--- src/rtl/fifo_reader.sv ---
// Burst reader: pops len beats from a FIFO with one-cycle read latency and
// streams them through a 3-entry skid buffer onto a valid/ready interface.
module fifo_reader #(
  parameter int unsigned DATA_W = 8,
  parameter int unsigned LEN_W  = 5
) (
  input  logic              clock,
  input  logic              rst,
  input  logic              start,
  input  logic [LEN_W-1:0]  burst_len,
  output logic              rd,
  input  logic              empty,
  input  logic [DATA_W-1:0] data_out,
  output logic [DATA_W-1:0] m_data,
  output logic              m_valid,
  input  logic              m_ready,
  output logic              m_last,
  output logic              busy,
  output logic              done,
  output logic [LEN_W-1:0]  beat_count
);

  typedef enum logic [1:0] {IDLE, RUN, DRAIN, DONE} state_t;

  state_t            state_q, state_d;
  logic [LEN_W-1:0]  len_q, len_d;
  logic [LEN_W-1:0]  issued_q, issued_d;
  logic [LEN_W-1:0]  beat_q, beat_d;
  logic              inflight_q;
  logic [1:0]        occ_q, occ_d;
  logic [1:0]        wr_ptr_q, wr_ptr_d;
  logic [1:0]        rd_ptr_q, rd_ptr_d;
  logic [DATA_W-1:0] buf_q [3];

  logic              push;
  logic              pop;
  logic [2:0]        pending;

  // A read still in flight reserves a buffer slot, so the buffer never overflows.
  assign pending = {1'b0, occ_q} + {2'b00, inflight_q};
  assign push    = inflight_q;
  assign m_valid = (occ_q != 2'd0);
  assign pop     = m_valid && m_ready;
  assign m_data  = m_valid ? buf_q[rd_ptr_q] : '0;
  assign m_last  = m_valid && (beat_q == len_q - LEN_W'(1));
  assign busy    = (state_q != IDLE);
  assign done    = (state_q == DONE);
  assign beat_count = beat_q;

  // NOTE: every signal written here gets a default first, so no path leaves
  // it unassigned and no latch is inferred.
  always_comb begin
    state_d  = state_q;
    len_d    = len_q;
    issued_d = issued_q;
    beat_d   = beat_q;
    occ_d    = occ_q;
    wr_ptr_d = wr_ptr_q;
    rd_ptr_d = rd_ptr_q;
    rd       = 1'b0;

    if (pop) begin
      beat_d   = beat_q + LEN_W'(1);
      rd_ptr_d = (rd_ptr_q == 2'd2) ? 2'd0 : rd_ptr_q + 2'd1;
    end
    if (push) begin
      wr_ptr_d = (wr_ptr_q == 2'd2) ? 2'd0 : wr_ptr_q + 2'd1;
    end
    case ({push, pop})
      2'b10:   occ_d = occ_q + 2'd1;
      2'b01:   occ_d = occ_q - 2'd1;
      default: occ_d = occ_q;
    endcase

    case (state_q)
      IDLE: begin
        if (start && (burst_len != '0)) begin
          state_d  = RUN;
          len_d    = burst_len;
          issued_d = '0;
          beat_d   = '0;
        end
      end
      RUN: begin
        rd = !empty && (issued_q < len_q) && (pending < 3'd3);
        if (rd) issued_d = issued_q + LEN_W'(1);
        if (issued_q == len_q) state_d = DRAIN;
      end
      DRAIN: begin
        // Finish as the last beat leaves so done follows it by one cycle.
        if (!inflight_q && ((occ_q == 2'd0) || ((occ_q == 2'd1) && pop))) begin
          state_d = DONE;
        end
      end
      DONE:    state_d = IDLE;
      default: state_d = IDLE;
    endcase
  end

  // NOTE: state registers use non-blocking assignments so every register
  // samples its pre-edge inputs regardless of process ordering.
  always_ff @(posedge clock or posedge rst) begin
    if (rst) begin
      state_q    <= IDLE;
      len_q      <= '0;
      issued_q   <= '0;
      beat_q     <= '0;
      inflight_q <= 1'b0;
      occ_q      <= 2'd0;
      wr_ptr_q   <= 2'd0;
      rd_ptr_q   <= 2'd0;
    end else begin
      state_q    <= state_d;
      len_q      <= len_d;
      issued_q   <= issued_d;
      beat_q     <= beat_d;
      inflight_q <= rd;
      occ_q      <= occ_d;
      wr_ptr_q   <= wr_ptr_d;
      rd_ptr_q   <= rd_ptr_d;
    end
  end

  // NOTE: buffer storage is not reset; occ_q qualifies every entry and m_data
  // is forced to zero while the buffer is empty.
  always_ff @(posedge clock) begin
    if (push) buf_q[wr_ptr_q] <= data_out;
  end

endmodule

--- config.mk ---
export PLATFORM = sky130hd
export DESIGN_NAME = fifo_reader
export DESIGN_NICKNAME = d
export VERILOG_FILES = /design/src/rtl/fifo_reader.sv
export SDC_FILE = /design/constraint.sdc
export NUM_CORES = 1
export LEC_CHECK = 0
export ABC_AREA = 1
export CAP_MARGIN = 5
export CORE_AREA = 2 2 88 90
export CTS_CLUSTER_DIAMETER = 30
export DETAILED_ROUTE_END_ITERATION = 10
export DIE_AREA = 0 0 90 92
export SYNTH_ARGS = -nofsm -noshare
export SYNTH_HDL_FRONTEND = slang
export SYNTH_SLANG_ARGS = --single-unit
export TNS_END_PERCENT = 30
--- constraint.sdc ---
create_clock -name clock -period 2.75 [get_ports clock]
set_input_delay 0.275 -clock clock [delete_from_list [all_inputs] [get_ports clock]]
set_output_delay 0.275 -clock clock [all_outputs]
set_load 0.02 [all_outputs]
==> reports/qor.yml <==
die:
  die_h_um: 92
  die_area_sq_um: 8280
  die_w_um: 90
  rows: 32
  io_pins: 36
  initial_core_util_pct: 33.9
  core_sq_um: 7450
detailed_routing:
  ant_nets: 0
  drc: 0
  vias: 1853
  drt_iter0_drc: 76
  drt-vias-per-instance: 4.54
  routedWlPerCell_um: 11.7
  routed_wl_um: 4760
  dr.pass1.iters: 4
final_layout:
  final_cell_mix: "55 x nand2_1, 39 x nand3_1, 37 x inv_1"
  fillers: 753
  final_layout_size_suffix_gt1_share_pct: 7.52
  nets: 341
  fin_cells: 408
  area_growth_pct: 24.2
  final_common_cell: "nand2_1"
  n_antenna_cell: 0
  finalInstanceArea_sq_um: 3140
setup_path:
  endpoint_kind: "output pin"
  worstPathRequired_ps: 2480
  r2r_slack_ps: 1020
  worstPathArrival_ps: 2290
  crit_type: "reg -> out"
  endpoint: "rd"
  cp_max_fo: 5
  reg2reg_depth: 6
  start_kind: "register"
  crit_path_start: "inflight_q"
  rr_endpoint: "occ_q[1]"
  reg2reg_from: "occ_q[0]"
clocking:
  cts_root_buf: "clkbuf_8"
  tritoncts.num_buffers: 5
  tritoncts: "built"
  clock_path_buffers: 2
  clk_pin_slew_ps: 100
  cts_resized: 0
  postCtsSetupRepairBufs: 0
  clk_latency_ps: 310
  htree_levels: 2
  cts.sinks: 48
  postCtsHoldBufs: 0
synthesis:
  synth_cells: 263
  syn_area_sq_um: 2520
  synth_top_area_share_pct: 28.6
  synth_fp_nets: 299
  ys_warn_count: 0
  synth_cell_types: 27
  ys_seq_area_share_pct: 52.4
  yosysTopAreaCell: "edfxtp_1"
  ys_top_cells_by_area: "edfxtp_1 29%, dfrtp_1 24%, ha_1 8.9%, nand2_1 8.2%, nand3_1 7.7%"
  synth.avg_cell_area_sq_um: 9.60
  ys_ff_latch: 48
grt:
  grt_pass1_vias: 1798
  grt-ovfl-total: 0
  grt_busiest_layer: "met2"
  antenna_found_initial: 0
  gr-usage-met3_pct: 2.30
  grt_max_degree: 25
  use_met2_pct: 20.9
  grtUsageTotal_pct: 12.2
  grt_use_met1_pct: 15.6
  grt_pass1_wl_um: 8270
sta:
  fin_worst_skew_ps: 10.3
  fin_ws_ps: 183
  worstMarginPinSlew_ps: 426
  setup-violations-final: 0
  fin_hold_ws_ps: 312
  rsz0062_at_grt: "false"
  fmax_mhz: 390
  maxSlewViolCount: 0
  relSlewSlack_pct: 71.6
  timing.final.crit_share_pct: 93.3
  fin_crit_ps: 2570
  tns_ps: 0
  hold_viol_final: 0
power_and_ir_drop:
  vdd_drop_max_uv: 365
  leakagePower_nw: 1.44
  p_per_area_nw_per_um2: 1080
placement:
  pre_cts_ws_ps: 527
  gp_congestion: 0.759
  hpwl_um: 3490
  dp.cells: 400
  dpl_cell_area_sq_um: 3000
  port_buffers: 35
min_path:
  hp-class: "in -> async"
flow_run:
  max_cap_violations: 0
run_status:
  status: "finished, final reports clean"
-- through the flow --
step / utilization, % / power [mW]
5_1_grt: 42.1 / 3.68
4_1_cts: 42.1 / 3.44
2_1_floorplan: - / 2.27
3_5_place_dp: 40.3 / 2.82
3_3_place_gp: 40.3 / 2.78
6_report: 42.1 / 3.39
-- logic make-up after synthesis --
family / share of synthesized area [%]
xor+xnor: 4.86
simple gates: 23.0
buf+inv: 7.39
fa+ha+maj: 8.92
flops: 52.4
compound gates: 3.52
-- synth_stat cells --
master	instances
nor2_2	1
inv_4	1
dfrtp_1	24
o21ai_1	1
o311ai_0	1
o21bai_1	2
nand2_1	55
nor3_1	3
nand2_4	2
nand4_2	2
or2_2	2
nand2_2	1
nor2_1	12
o21ai_0	10
buf_6	1
nand3_1	39
nand3_2	2
buf_4	3
clkinv_1	2
a21oi_1	2
or2_1	1
edfxtp_1	24
xnor2_1	9
ha_1	18
inv_1	37
xor2_1	5
nand4_1	3
-- state kept, by name, indices dropped and copies added, names as in the netlist --
name and count:
beat_count 5, buf_q 24, inflight_q 1, issued_q 5, len_q 5, occ_q 2, rd_ptr_q 2, state_q 2
wr_ptr_q 2
-- report_power, final --
group	leakage, nW	switching (mW)	internal [mW]
sequential	0.525	0.196	0.934
clock	0.0687	0.250	0.366
combinational	0.841	0.936	0.710
-- worst min path at each step --
stage	to	slack [ps]	from
detailed placement	len_q[1]	470	len_q[1]
global route	beat_count[2]	360	rst
floorplan	beat_count[0]	290	rst
finish	beat_count[0]	310	rst
CTS	beat_count[4]	330	rst
global placement	len_q[1]	470	len_q[1]
-- per-layer routing --
| layer | wire, um | part of all wire [%] | vias up |
|---|---|---|---|
| met2 | 2330 | 49 | 27 |
| li1 | - | - | 945 |
| met5 | 0 | 0 | - |
| met1 | 2230 | 47 | 874 |
| met3 | 135 | 2.8 | 7 |
| met4 | 60 | 1.3 | 0 |
-- critical path: stages (launching register included) --
cell and delay (ps):
dfrtp_1 440, ha_1 220, ha_1 260, nand2_1 70, nand3_1 60, nor2_1 120
nand3_2 110, inv_1 110, clkdlybuf4s50_1 610
-- final cells by class --
| type | count | area [sq um] | area share, % |
|---|---|---|---|
| inverter | 40 | 153 | 4.87 |
| sequential | 48 | 1320 | 42.1 |
| timing repair buffer | 39 | 380 | 12.1 |
| clock inverter | 3 | 68.8 | 2.19 |
| multi-input combinational | 171 | 1020 | 32.4 |
| clock buffer | 5 | 68.8 | 2.19 |
| tap | 102 | 128 | 4.07 |
(Power assumes the default switching activity.)
